### src/rtl/bus_arbiter_pkg.sv
// Shared definitions for the round-robin bus arbiter: state encoding,
// index-width helper and the default watchdog limit.
package bus_arbiter_pkg;

    localparam logic [1:0] ST_IDLE    = 2'd0;
    localparam logic [1:0] ST_GRANT   = 2'd1;
    localparam logic [1:0] ST_BUSY    = 2'd2;
    localparam logic [1:0] ST_RELEASE = 2'd3;

    typedef enum logic [1:0] {
        IDLE    = ST_IDLE,
        GRANT   = ST_GRANT,
        BUSY    = ST_BUSY,
        RELEASE = ST_RELEASE
    } arb_state_t;

    localparam int unsigned DEFAULT_TIMEOUT_CYCLES = 255;

    // Bits needed to index n masters (at least one).
    function automatic int unsigned idx_width(input int unsigned n);
        return (n < 2) ? 1 : $clog2(n);
    endfunction

endpackage

### src/rtl/rr_priority_picker.sv
// Combinational round-robin winner search: first set request at or above
// the pointer, wrapping modulo NUM_MASTERS.
module rr_priority_picker
    import bus_arbiter_pkg::*;
#(
    parameter int unsigned NUM_MASTERS = 4
) (
    input  logic [NUM_MASTERS-1:0]            request,
    input  logic [idx_width(NUM_MASTERS)-1:0] pointer,
    output logic [NUM_MASTERS-1:0]            winner_onehot,
    output logic [idx_width(NUM_MASTERS)-1:0] winner_index,
    output logic                              winner_valid
);

    localparam int unsigned IW = idx_width(NUM_MASTERS);

    logic [IW-1:0] slot [NUM_MASTERS];

    // slot[i] is the master examined i places after the pointer
    always_comb begin
        for (int i = 0; i < NUM_MASTERS; i++) begin
            slot[i] = IW'((32'(pointer) + 32'(i)) % NUM_MASTERS);
        end
    end

    always_comb begin
        winner_index = '0;
        winner_valid = 1'b0;
        for (int i = 0; i < NUM_MASTERS; i++) begin
            if (!winner_valid && request[slot[i]]) begin
                winner_index = slot[i];
                winner_valid = 1'b1;
            end
        end
        winner_onehot = winner_valid ? (NUM_MASTERS'(1) << winner_index) : '0;
    end

endmodule

### src/rtl/bus_arbiter_rr.sv
// Round-robin bus arbiter with sticky grants and one idle cycle between owners.
// Define ARBITER_TIMEOUT_EN to build the watchdog that drives errorOUT.
module bus_arbiter_rr
    import bus_arbiter_pkg::*;
#(
    parameter int unsigned NUM_MASTERS    = 4,
    parameter int unsigned TIMEOUT_CYCLES = DEFAULT_TIMEOUT_CYCLES
) (
    input  logic                              clock,
    input  logic                              reset,
    input  logic [NUM_MASTERS-1:0]            request,
    output logic [NUM_MASTERS-1:0]            granted,
    input  logic                              begin_transactionIN,
    input  logic                              end_transactionIN,
    input  logic                              errorIN,
    output logic                              errorOUT,
    output logic                              busIdle,
    output logic [idx_width(NUM_MASTERS)-1:0] grantIndex
);

    localparam int unsigned IW = idx_width(NUM_MASTERS);

    if (NUM_MASTERS < 2 || NUM_MASTERS > 8) begin : g_bad_num_masters
        $error("bus_arbiter_rr: NUM_MASTERS must be 2..8");
    end
    if (TIMEOUT_CYCLES < 1 || TIMEOUT_CYCLES > 65535) begin : g_bad_timeout
        $error("bus_arbiter_rr: TIMEOUT_CYCLES must be 1..65535");
    end

    arb_state_t             state;
    arb_state_t             state_next;
    logic [IW-1:0]          pointer;
    logic [IW-1:0]          pointer_next;
    logic [NUM_MASTERS-1:0] granted_next;
    logic [IW-1:0]          grant_index_next;
    logic [NUM_MASTERS-1:0] pick_onehot;
    logic [IW-1:0]          pick_index;
    logic                   pick_valid;
    logic                   abort;

    rr_priority_picker #(
        .NUM_MASTERS (NUM_MASTERS)
    ) u_picker (
        .request       (request),
        .pointer       (pointer),
        .winner_onehot (pick_onehot),
        .winner_index  (pick_index),
        .winner_valid  (pick_valid)
    );

    // A watchdog pulse on errorOUT aborts the owner exactly like a bus error.
    assign abort = errorIN | errorOUT;

    always_comb begin
        state_next       = state;
        pointer_next     = pointer;
        granted_next     = granted;
        grant_index_next = grantIndex;
        case (state)
            IDLE: begin
                if (pick_valid) begin
                    state_next       = GRANT;
                    granted_next     = pick_onehot;
                    grant_index_next = pick_index;
                    pointer_next     = (pick_index == IW'(NUM_MASTERS - 1)) ? '0 : pick_index + 1'b1;
                end
            end
            GRANT: begin
                if (end_transactionIN || abort) begin
                    state_next   = RELEASE;
                    granted_next = '0;
                end else if (begin_transactionIN) begin
                    state_next = BUSY;
                end
            end
            BUSY: begin
                if (end_transactionIN || abort) begin
                    state_next   = RELEASE;
                    granted_next = '0;
                end
            end
            RELEASE: begin
                state_next   = IDLE;
                granted_next = '0;
            end
            default: begin
                state_next   = IDLE;
                granted_next = '0;
            end
        endcase
    end

    always_ff @(posedge clock or negedge reset) begin
        if (!reset) begin
            state      <= IDLE;
            pointer    <= '0;
            granted    <= '0;
            grantIndex <= '0;
            busIdle    <= 1'b1;
        end else begin
            state      <= state_next;
            pointer    <= pointer_next;
            granted    <= granted_next;
            grantIndex <= grant_index_next;
            busIdle    <= (state_next == IDLE);
        end
    end

`ifdef ARBITER_TIMEOUT_EN
    localparam logic [15:0] WD_LAST = 16'(TIMEOUT_CYCLES - 1);

    logic [15:0] wd_count;
    logic        wd_active;
    logic        wd_fire;

    assign wd_active = (state == GRANT) || (state == BUSY);
    // An end or bus error in the limit cycle wins over the watchdog.
    assign wd_fire   = wd_active && (wd_count == WD_LAST) && !end_transactionIN && !errorIN;

    always_ff @(posedge clock or negedge reset) begin
        if (!reset) begin
            wd_count <= '0;
            errorOUT <= 1'b0;
        end else begin
            errorOUT <= wd_fire;
            wd_count <= wd_active ? 16'(wd_count + 16'd1) : '0;
        end
    end
`else
    assign errorOUT = 1'b0;
`endif

endmodule

### config.mk
export PLATFORM = sky130hd
export DESIGN_NAME = bus_arbiter_rr
export DESIGN_NICKNAME = d
export VERILOG_FILES = /design/src/rtl/bus_arbiter_pkg.sv /design/src/rtl/rr_priority_picker.sv /design/src/rtl/bus_arbiter_rr.sv
export SDC_FILE = /design/constraint.sdc
export NUM_CORES = 1
export LEC_CHECK = 0
export ABC_AREA = 1
export CAP_MARGIN = 20
export CORE_MARGIN = 4
export CORE_UTILIZATION = 46
export CTS_CLUSTER_SIZE = 14
export DETAILED_ROUTE_END_ITERATION = 16
export PLACE_DENSITY = 0.74
export SETUP_SLACK_MARGIN = 0.02
export SLEW_MARGIN = 5
export SYNTH_ARGS = -nofsm -noshare
export SYNTH_HDL_FRONTEND = slang
export SYNTH_HIERARCHICAL = 1
export SYNTH_SLANG_ARGS = --single-unit
### constraint.sdc
create_clock -name clock -period 1.8 [get_ports clock]
set_input_delay 0.36 -clock clock [delete_from_list [all_inputs] [get_ports clock]]
set_output_delay 0.36 -clock clock [all_outputs]
set_load 0.01 [all_outputs]
After elaboration in Yosys (flattened, before gate mapping)
Cells that the tools add are included.
{"block": "classes", "n_eq_ne": 6, "addsub": 4, "order_cmp": 4, "mux": 25, "reduce_logical": 12, "shifts": 1}
{"op": "$mux 2", "n": 9}
{"op": "$lt 2x3->1 const B", "n": 4}
{"op": "$pmux 4 s3", "n": 1}
{"op": "$bmux 1 s2", "n": 4}
{"op": "$mux 1", "n": 8}
{"op": "$mux 4", "n": 2}
{"op": "$pmux 2 s4", "n": 1}
{"op": "$eq 2x2->1 const B", "n": 3}
{"op": "$add 2x1->2 const B", "n": 2}
{"op": "$add 2x2->2 const B", "n": 2}
{"op": "$logic_not 2->1", "n": 2}
{"op": "$reduce_and 2->1", "n": 2}
{"op": "$shl 1x2->4 const A", "n": 1}
{"op": "$logic_and 1x1->1", "n": 3}
{"op": "$logic_not 1->1", "n": 3}
{"op": "$eq 2x1->1 const B", "n": 1}
{"op": "$ne 2x1->1 const B", "n": 1}
{"op": "$ne 2x2->1 const B", "n": 1}
{"op": "$reduce_or 2->1", "n": 1}
{"op": "$logic_or 1x1->1", "n": 1}
{"block": "totals", "register_bits": 11, "out_inout_bits": 8, "elab_cells": 57, "inputBits": 9}

Depth between registers and ports, before layout
Gate-level depths: netlist of the first run.
{"block": "logic_depth", "depth_word": 15, "ltp_mapped": 14, "mapped_depth_nobuf": 13}

By module
Netlist of the first run, hierarchy kept.
{"mod": "bus_arbiter_rr", "n_inst": 1, "cells_each": 65, "area_each_um2": 541.8, "seq_area_each_um2": 276.5}
{"mod": "rr_priority_picker", "n_inst": 1, "cells_each": 74, "area_each_um2": 392.9, "seq_area_each_um2": 0.0}

Worst setup path after synthesis of the first run
OpenSTA, ideal clock, no wires.
{"block": "synth_path", "path_type": "reg2reg", "from": "reg pointer[0]", "to": "reg pointer[1]", "arrival_time_ns": 1.584, "setup_slack_ns": 0.100, "path_stages_with_launch": 13, "required_ns": 1.683, "setup_ns": 0.117, "path_buffers": 1, "synth_period_minus_slack_ns": 1.700, "cell_sequence": "dfrtp_1 > buf_6 > inv_8 > nand2_1 > nand2_4 > nor2_2 > nor2_1 > nand3_2 > nand3_2 > inv_1 > ha_1 > nand2_1 > nand2_1"}
{"block": "synth_via", "elab_cells_between_ends": 29, "classes_between": "add/sub: 4; eq/ne: 1; mux: 17; reduce/logical: 7"}
{"element": "start: declaration", "line_no": "bus_arbiter_rr.sv:32", "rtl": "logic [IW-1:0] pointer;"}
{"element": "start signal: assignment", "line_no": "bus_arbiter_rr.sv:102", "rtl": "pointer <= pointer_next;"}
{"element": "branches (longest 11 deep; another with $add 2x1->2)"}
{"element": "$mux 1 *", "line_no": "rr_priority_picker.sv:30", "rtl": "if (!winner_valid && request[slot[i]]) begin"}
{"element": "net pick_valid", "line_no": "bus_arbiter_rr.sv:38", "rtl": "logic pick_valid;"}
{"element": "$reduce_and 2->1 (no line) *"}
Mark *: on every way through the listed nets, which the timed path passes. The select of a mux whose other input is x is not followed.
A chain may end at the register's enable or synchronous reset.

Final worst setup path of the first run
{"block": "layout_path", "from": "reg pointer[0]", "to": "reg pointer[1]"}
{"block": "layout_via", "elab_chain_cells": 14, "elab_cells_between_ends": 29, "classes_between": "add/sub: 4; eq/ne: 1; mux: 17; reduce/logical: 7"}
{"element": "branches (longest 11 deep; another with $add 2x1->2)"}
{"element": "$mux 2 *", "line_no": "rr_priority_picker.sv:30"}
{"element": "net pick_index[1]", "line_no": "bus_arbiter_rr.sv:37", "rtl": "logic [IW-1:0] pick_index;"}
{"element": "$add 2x1->2 / $eq 2x2->1 (equally long branches)", "line_no": "bus_arbiter_rr.sv:65", "rtl": "pointer_next = (pick_index == IW'(NUM_MASTERS - 1)) ? '0 : pick_index + 1'b1;"}
{"element": "$mux 2 *", "line_no": "bus_arbiter_rr.sv:65"}
Marked as above.

==> run_results.csv, run 1 <==
group,metric,value,unit
drt,drcViolationCount,0,
setup_path,crit_arrival,1.96,ns
clock_tree,clockBufferDepth,2,
sta,fin_ws,-0.00326,ns
finish,area_growth,55.7,%
synthesis,async_flop_share,1.00,
synthesis,syn-cell-area,935,um2
sta,final_hold_viol_count,0,
die,die_h,53.1,um
finish,final.fill_count,136,
die,die_x,53.1,um
drt,drt_iter0_drc,11,
drt,postRouteAntennaNets,0,
sta,fin_crit,1.80,ns
pwr,combPwrFrac,0.806,
finish,diodes,0,
sta,setup_viol,1,
finish,final_cells,201,
global_route,grt_max_degree,12,
sta,maxClockFrequency,555,MHz
setup_path,timing.rr.start,"pointer[0]",
drt,viasPerCell,4.84,
global_route,track_usage,0.178,
finish,regArea,279,um2
pwr,ir_drop,1540,uV
synthesis,synth_mux_area_frac,0,
synthesis,synth_compound_area_frac,0.0455,
sta,slew_violations,0,
pwr,internal_power,1.63,mW
synthesis,synth_top_cell_area_share,0.268,
setup_path,regToRegSetupSlack,-0.003,ns
synthesis,synth_edf_count,0,
synthesis,synth_seq_cells,11,
pwr,p_sw_frac,0.494,
job,cap_violations,0,
sta,skew,0.000262,ns
run_status,status,"finished with violations",
setup_path,path_class,"register to register",
setup_path,start_kind,"register",
synthesis,yosys-top-cells-area,"dfrtp_1, nand2_1, inv_1",
synthesis,synth_fa_ha_area_frac,0.0535,
synthesis,synth_top_flop_cell,"dfrtp_1",
clock_tree,cts_tree,"yes",
finish,final_nets,188,
placed_design,place_inst,190,
clock_tree,htreeDepth,1,
setup_path,path_max_fanout,6,
pwr,clockPowerShare,0.052,
setup_path,worstPathRequired,1.96,ns
pwr,power.total,3.22,mW
drt,drt_wl_total,2.49,mm
drt,wl_per_cell,12.4,um
global_route,antenna_found_initial,0,
placed_design,place_area,0.00118,mm2
die,start_util,0.481,
finish,multi_input_comb_area,699,um2
die,die_area,0.00282,mm2
run_status,violations,"setup timing",
clock_tree,cts_hold_buf,0,
synthesis,synth_top_family_by_area,"simple AND/OR/NAND/NOR gates",
drt,drtPass1Iterations,4,
pwr,netSwitchingPower,1.59,mW
worst_hold_path,hp-class,"input port to asynchronous set/reset pin",
setup_path,reg2regPathDepth,12,
global_route,grt_overflow_total,0,
clock_tree,cts_made_buffers,3,
sta,worst_hold_slack,0.413,ns
pwr,p_seq_frac,0.143,
die,core_area,0.00194,mm2
placed_design,port_buffers,15,
synthesis,yosys.area_share.simple,0.485,
synthesis,ys_seq_area_frac,0.296,
synthesis,synth-xor-area-share,0,
synthesis,avgSynthCellArea,6.72,um2
synthesis,yosys.cell_types.count,23,
clock_tree,insertion_delay,0.27,ns
sta,finalCritPeriodShare,1.00,
setup_path,r2r-end,"pointer[1]",
global_route,grt_pass1_vias,946,
sta,rsz0062_at_grt,"true",
synthesis,syn_nets,152,
drt,vias,973,
synthesis,synthCells,139,
global_route,grt_pass1_wl,3.71,mm
clock_tree,cts.sinks,11,
synthesis,synth_common_cells,"nand2_1, inv_1, nand3_1",
placed_design,place_congestion,0.879,
die,ios,17,
finish,drive_gt1_frac,0.454,
synthesis,yosys_warnings,6,
pwr,power.density,2210,mW/mm2
clock_tree,clk_pin_slew,0.07,ns
finish,final_cell_area,0.00146,mm2
setup_path,cp-end-kind,"register",
synthesis,yosys.area.top_type,"dfrtp_1",
die,rows,16,
placed_design,dp_hpwl,1.57,mm
pwr,power_leakage,0.749,nW
clock_tree,root_buffer,"clkbuf_4",
synthesis,yosysMostFrequentCell,"nand2_1",
## flip-flops by register name (all words and copies together), names as in the netlist
signal and cells:
grantIndex 2, state 2, granted 4, busIdle 1, pointer 2
## stage by stage
step	TNS [ns]	worst slack [ns]	util
after floorplan	0	0.0996	-
after global placement	-1.63	-0.264	0.609
after detailed placement	-2.02	-0.303	0.609
after CTS	0	0.0248	0.673
after global routing	-0.349	-0.0882	0.749
final	-0.00326	-0.00326	0.749
## power groups by stage
stage	Combinational (mW)	Sequential [mW]	Clock, mW
final	2.59	0.459	0.166
after global routing	2.81	0.472	0.186
after CTS	2.03	0.441	0.175
after detailed placement	1.71	0.470	0
after global placement	1.67	0.463	0
after floorplan	1.15	0.455	0
## how the worst max path moves through the flow
| stage | startpoint | to | slack [ns] | depth (start not counted) |
|---|---|---|---|---|
| floorplan | pointer[0] | pointer[1] | 0.1 | 12 |
| global placement | request[3] | pointer[1] | -0.26 | 13 |
| detailed placement | request[3] | pointer[0] | -0.30 | 11 |
| CTS | pointer[0] | pointer[1] | 0.02 | 14 |
| global route | pointer[0] | granted[3] | -0.09 | 13 |
| finish | pointer[0] | pointer[1] | -0.003 | 12 |
## critical path: stages, from the launching register on
cell and delay (ns):
dfrtp_2 0.43, buf_12 0.16, inv_12 0.07, nand2_4 0.05, nand2_4 0.09, nand2_2 0.06, nand2_2 0.09, buf_6 0.09
nand4_1 0.18, nand3_4 0.17, ha_4 0.21, nand2_2 0.05, nand2_1 0.05
## layout make-up
cell class                 instances  share of cell area
clock buffer                       4              0.0181
inverter                          22              0.0688
multi-input combinational        104               0.481
sequential                        11               0.192
tap                               27              0.0232
timing repair buffer              32               0.212
timing repair inverter             1             0.00602
## layer usage
metal / GRT usage / wire length, um / up-vias
li1: - / - / 500
met5: 0 / 0 / -
met1: 0.205 / 1010 / 447
met2: 0.326 / 1360 / 20
met4: 0.0851 / 71 / 0
met3: 0.0169 / 45 / 6
## layout by cell type, fill, tap and decap left out, types with 3 or more instances in the layout
master	instances
buf_4	12
ha_1	3
nand3_2	5
clkdlybuf4s50_1	11
o21ai_1	4
buf_6	4
nand2_4	9
nand2_2	16
inv_2	7
nand3_4	3
dfrtp_1	8
nand3_1	9
nor2_1	5
clkbuf_4	3
nor2_2	5
inv_1	12
nand2_1	35
## what timing repair did
item                                    CTS  global route
endpoints found under the setup margin    8            11
setup buffers                             6             0
resized for setup                        15            47
pin swaps                                10            16
cloned                                    1             0
## cells by family after synthesis
| family | count (synthesis) |
|---|---|
| simple gates | 91 |
| buf+inv | 24 |
| flops | 11 |
| compound gates | 8 |
| fa+ha+maj | 4 |
| other cells | 1 |
(Power assumes the default switching activity.)
==> run 2: changes to the inputs <==
CORE_UTILIZATION = 51   (was 46)
PLACE_DENSITY = 0.78   (was 0.74)
clock period = 1.7 ns   (was 1.8 ns; I/O delays follow)
==> run 2 against run 1 <==
Effect of this change: the flow still finishes with violations (setup timing); critical endpoint is now granted[1]; sequential power grew 8.3%; clock power grew 5%; non-clock buffer count shrank 2; critical path type is now input port to register.
==> run_results.csv, run 2 (synthesized netlist as in run 1, its figures left out) <==
group,metric,value,unit
die,ios,17,
sta,final_hold_viol_count,0,
clock_tree,cts_tree,"yes",
sta,fin_crit,1.77,ns
global_route,grt_pass1_vias,948,
sta,skew,0.000843,ns
finish,final_nets,185,
drt,postRouteAntennaNets,0,
global_route,track_usage,0.197,
finish,final.fill_count,112,
drt,drt_wl_total,2.43,mm
sta,finalCritPeriodShare,1.04,
die,rows,15,
setup_path,cp-end-kind,"register",
global_route,antenna_found_initial,0,
placed_design,port_buffers,15,
die,die_x,50.8,um
sta,setup_viol,6,
drt,drcViolationCount,0,
placed_design,place_inst,188,
run_status,status,"finished with violations",
setup_path,start_kind,"input port",
clock_tree,clockBufferDepth,2,
setup_path,regToRegSetupSlack,-0.05,ns
clock_tree,cts_made_buffers,3,
clock_tree,clk_pin_slew,0.06,ns
drt,vias,964,
sta,rsz0062_at_grt,"true",
job,cap_violations,0,
global_route,grt_max_degree,12,
die,die_area,0.00258,mm2
finish,layout_commonest_cell,"nand2_1",
run_status,violations,"setup timing",
finish,diodes,0,
sta,fin_ws,-0.0669,ns
pwr,ir_drop,1550,uV
setup_path,crit_arrival,1.96,ns
finish,drive_gt1_frac,0.427,
placed_design,dp_hpwl,1.56,mm
setup_path,path_max_fanout,4,
die,start_util,0.541,
sta,slew_violations,0,
drt,drt_iter0_drc,25,
sta,maxClockFrequency,566,MHz
clock_tree,insertion_delay,0.27,ns
worst_hold_path,hp-class,"input port to asynchronous set/reset pin",
clock_tree,cts.sinks,11,
placed_design,place_congestion,0.828,
drt,viasPerCell,4.92,
pwr,power.density,2250,mW/mm2
die,core_area,0.00173,mm2
setup_path,worstPathRequired,1.89,ns
finish,utilization,0.799,
global_route,grt_pass1_wl,3.95,mm
finish,regMostFlops,"granted",
placed_design,pre_cts_ws,-0.374,ns
finish,final_cells,196,
clock_tree,root_buffer,"clkbuf_4",
setup_path,path_class,"input port to register",
clock_tree,htreeDepth,1,
clock_tree,cts_hold_buf,0,
drt,drtPass1Iterations,7,
finish,layout_common_cells,"nand2_1, clkdlybuf4s50_1, nand2_2",
finish,area_growth,47.7,%
die,die_h,50.8,um
global_route,grt_overflow_total,0,
pwr,power_leakage,0.719,nW
finish,largest_register_ffs,4,
drt,wl_per_cell,12.4,um
-- run 2: area by class of cell --
cell class | instances | area (um2) | share of cell area
Tap cell | 25 | 31.3 | 0.0227
Timing Repair Buffer | 30 | 280 | 0.203
Clock buffer | 4 | 26.3 | 0.0190
Inverter | 22 | 90.1 | 0.0653
Sequential cell | 11 | 279 | 0.202
Multi-Input combinational cell | 104 | 673 | 0.488
-- run 2: routing by layer --
metal  up-vias  GRT usage  wire length, um  part of all wire
met2        25      0.346             1240              0.51
met3         7     0.0204               73             0.030
met4         0     0.0942               63             0.026
met1       443      0.239             1050              0.43
met5         -          0                0                 0
li1        489          -                -                 -
-- run 2: where the power goes --
part	internal, mW	total (mW)	switching, mW
Clock	0.0909	0.174	0.0830
Sequential	0.387	0.497	0.110
Combinational	1.06	2.44	1.38
Total	1.54	3.11	1.57
-- run 2: final timing paths --
kind / startpoint / endpoint / cells past startpoint
max in group asynchronous: reset / pointer[0] / 1
min in group clock: grantIndex[0] / grantIndex[0] / 2
worst max register to register: pointer[0] / pointer[1] / 12
worst min-delay path: reset / granted[3] / 1
worst min register to register: grantIndex[0] / grantIndex[0] / 2
worst max-delay path: request[3] / granted[1] / 12
-- run 2: stage by stage --
stage                     total power [mW]  cell area, um2  hold slack, ns  setup TNS (ns)
final                                 3.11            1380           0.398          -0.255
after global routing                  3.38            1380           0.425          -0.893
after CTS                             2.89            1330           0.412         -0.0506
after detailed placement              2.31            1180           0.464           -2.86
after global placement                2.27            1180           0.470           -2.52
after floorplan                       1.71             937          0.0444               0
-- run 2: timing repair --
action	4_1_cts	5_1_grt
endpoints found under the setup margin	11	12
setup buffers	4	0
resized for setup	30	19
pin swaps	15	6
-- run 2: critical path, cell delays in order --
cell             delay (ns)
clkdlybuf4s50_1        0.49
inv_2                  0.05
nand2_2                0.08
nand2_2                0.07
o21ai_2                0.19
inv_2                  0.08
nand3_4                0.12
nand3_4                0.09
buf_4                  0.15
nor2_1                 0.11
nand3_1                0.09
o21ai_1                0.09
==> run 3: changes to the inputs <==
CORE_UTILIZATION = 50   (was 51)
PLACE_DENSITY = 0.77   (was 0.78)
==> run 3 against run 2 <==
Effect of this change: the run still ends with setup timing left; largest cell class unchanged; critical endpoint unchanged; first-iteration DRC count down 8.0%; highest routed layer unchanged; sequential cell count unchanged; critical path type is now register to register; sequential power rose by 1%; design area increased by 2.3%; cell count unchanged; clock power about the same; largest power group unchanged.
==> run_results.csv, run 3 (synthesized netlist as in run 1, its figures left out) <==
group,metric,value,unit
pwr,ir_drop,1600,uV
setup_path,r2r-end,"granted[1]",
setup_path,cp_slowest_cell,"dfrtp_2",
worst_hold_path,hp-class,"input port to asynchronous set/reset pin",
setup_path,path_class,"register to register",
setup_path,critPathTopFamily,"simple AND/OR/NAND/NOR gates",
die,start_util,0.535,
global_route,grt_overflow_total,0,
finish,regMostFlops,"granted",
setup_path,crit_end,"granted[1]",
setup_path,crit_path_cell_trace,"buf_6, nand2_4, nand3_4, nand2_4, inv_4, nand2_1, nand2_1, nand2_2, nand3_4, buf_6, nor2_2, nand3_1, o21ai_2",
placed_design,place_congestion,0.808,
finish,final_nets,185,
finish,layout_commonest_cell,"nand2_1",
global_route,track_usage,0.198,
sta,worst_hold_slack,0.394,ns
setup_path,start_kind,"register",
finish,diodes,0,
setup_path,timing.rr.start,"pointer[0]",
global_route,grt_pass1_wl,3.84,mm
drt,drcViolationCount,0,
finish,area_growth,51.0,%
placed_design,port_buffers,15,
clock_tree,cts_made_buffers,3,
sta,maxClockFrequency,558,MHz
drt,drt_wl_total,2.57,mm
drt,wl_per_cell,13.1,um
clock_tree,clockBufferDepth,2,
die,ios,17,
pwr,power_leakage,0.709,nW
clock_tree,root_buffer,"clkbuf_4",
run_status,violations,"setup timing",
setup_path,cp.depth,13,
sta,fin_crit,1.79,ns
clock_tree,cts.sinks,11,
drt,viasPerCell,5.08,
sta,setup_viol,7,
run_status,status,"finished with violations",
setup_path,worstPathRequired,1.90,ns
sta,fin_tns_setup,-0.380,ns
placed_design,dp_hpwl,1.57,mm
drt,vias,995,
setup_path,path_buf_inv,3,
setup_path,regToRegSetupSlack,-0.09,ns
job,cap_violations,0,
clock_tree,cts_tree,"yes",
setup_path,cp-end-kind,"register",
clock_tree,insertion_delay,0.27,ns
finish,layout_common_cells,"nand2_1, nand2_2, clkdlybuf4s50_1",
clock_tree,htreeDepth,1,
die,core_area,0.00175,mm2
global_route,grt_max_degree,12,
drt,postRouteAntennaNets,0,
sta,finalCritPeriodShare,1.05,
die,rows,15,
finish,drive_gt1_frac,0.450,
clock_tree,clk_pin_slew,0.07,ns
sta,rsz0062_at_grt,"true",
setup_path,reg2regPathDepth,13,
finish,largest_register_ffs,4,
setup_path,path_max_fanout,6,
die,die_x,51.2,um
die,die_area,0.00263,mm2
setup_path,max_stage_delay,0.50,ns
global_route,grt_pass1_vias,946,
die,die_h,51.2,um
sta,fin_ws,-0.0932,ns
drt,drt_iter0_drc,23,
pwr,power.density,2280,mW/mm2
setup_path,cp-startpoint,"pointer[0]",
drt,drtPass1Iterations,4,
setup_path,crit_arrival,1.99,ns
sta,slew_violations,0,
sta,skew,0.00243,ns
global_route,antenna_found_initial,0,
sta,final_hold_viol_count,0,
run 3: cell count changes in the layout (fill, tap and decap cells not counted), moves of 2 or more:
cell / delta
buf_4: -2
buf_6: +2
nand2_1: -2
nand2_2: +3
nand3_1: -2
nand3_4: +2
run 3: final cells by class:
class | count | area [um2]
clock buffers | 4 | 26.3
fillers | 120 | 334
inverters | 22 | 92.6
multi-input cells | 104 | 697
flip-flops and latches | 11 | 279
well taps | 25 | 31.3
repair buffers | 30 | 285
run 3: worst min path at each step:
stage | startpoint | to | slack [ns] | cells past startpoint
floorplan | reset | grantIndex[0] | 0.04 | 0
global placement | grantIndex[0] | grantIndex[0] | 0.47 | 2
detailed placement | grantIndex[1] | grantIndex[1] | 0.47 | 2
CTS | reset | granted[3] | 0.40 | 1
global route | reset | granted[1] | 0.41 | 1
finish | reset | granted[1] | 0.39 | 1
run 3: where the power goes:
part | switching (mW) | leakage (nW) | internal [mW]
Combinational | 1.42 | 0.558 | 1.11
Clock | 0.0830 | 0.0150 | 0.0909
Sequential | 0.117 | 0.137 | 0.387
run 3: through the flow:
| stage | setup WS [ns] | std cells | cell area, um2 | util | total power [mW] |
|---|---|---|---|---|---|
| floorplan | 0.0234 | 139 | 937 | - | 1.71 |
| global placement | -0.345 | 187 | 1170 | 0.673 | 2.26 |
| global route | -0.208 | 196 | 1410 | 0.809 | 3.49 |
| CTS | -0.0364 | 194 | 1310 | 0.751 | 2.82 |
| finish | -0.0932 | 196 | 1410 | 0.809 | 3.21 |
| detailed placement | -0.393 | 187 | 1170 | 0.673 | 2.30 |
run 3: worst register-to-register path: stages (launching register included):
cell,delay (ns)
dfrtp_2,0.50
buf_6,0.17
nand2_4,0.09
nand3_4,0.08
nand2_4,0.09
inv_4,0.06
nand2_1,0.06
nand2_1,0.06
nand2_2,0.08
nand3_4,0.12
buf_6,0.15
nor2_2,0.10
nand3_1,0.10
o21ai_2,0.07
run 3: routing by layer:
metal / vias up / track usage / part of all wire
met1: 466 / 0.215 / 0.39
met5: - / 0 / 0
met4: 0 / 0.140 / 0.030
met3: 8 / 0.0292 / 0.039
li1: 492 / - / -
met2: 29 / 0.348 / 0.54
run 3: what timing repair did:
action                                  CTS  global route
gates resized for setup                  28            29
pin swaps                                11            13
setup buffers                             3             2
hold buffers                              0             0
endpoints found under the setup margin   11            11
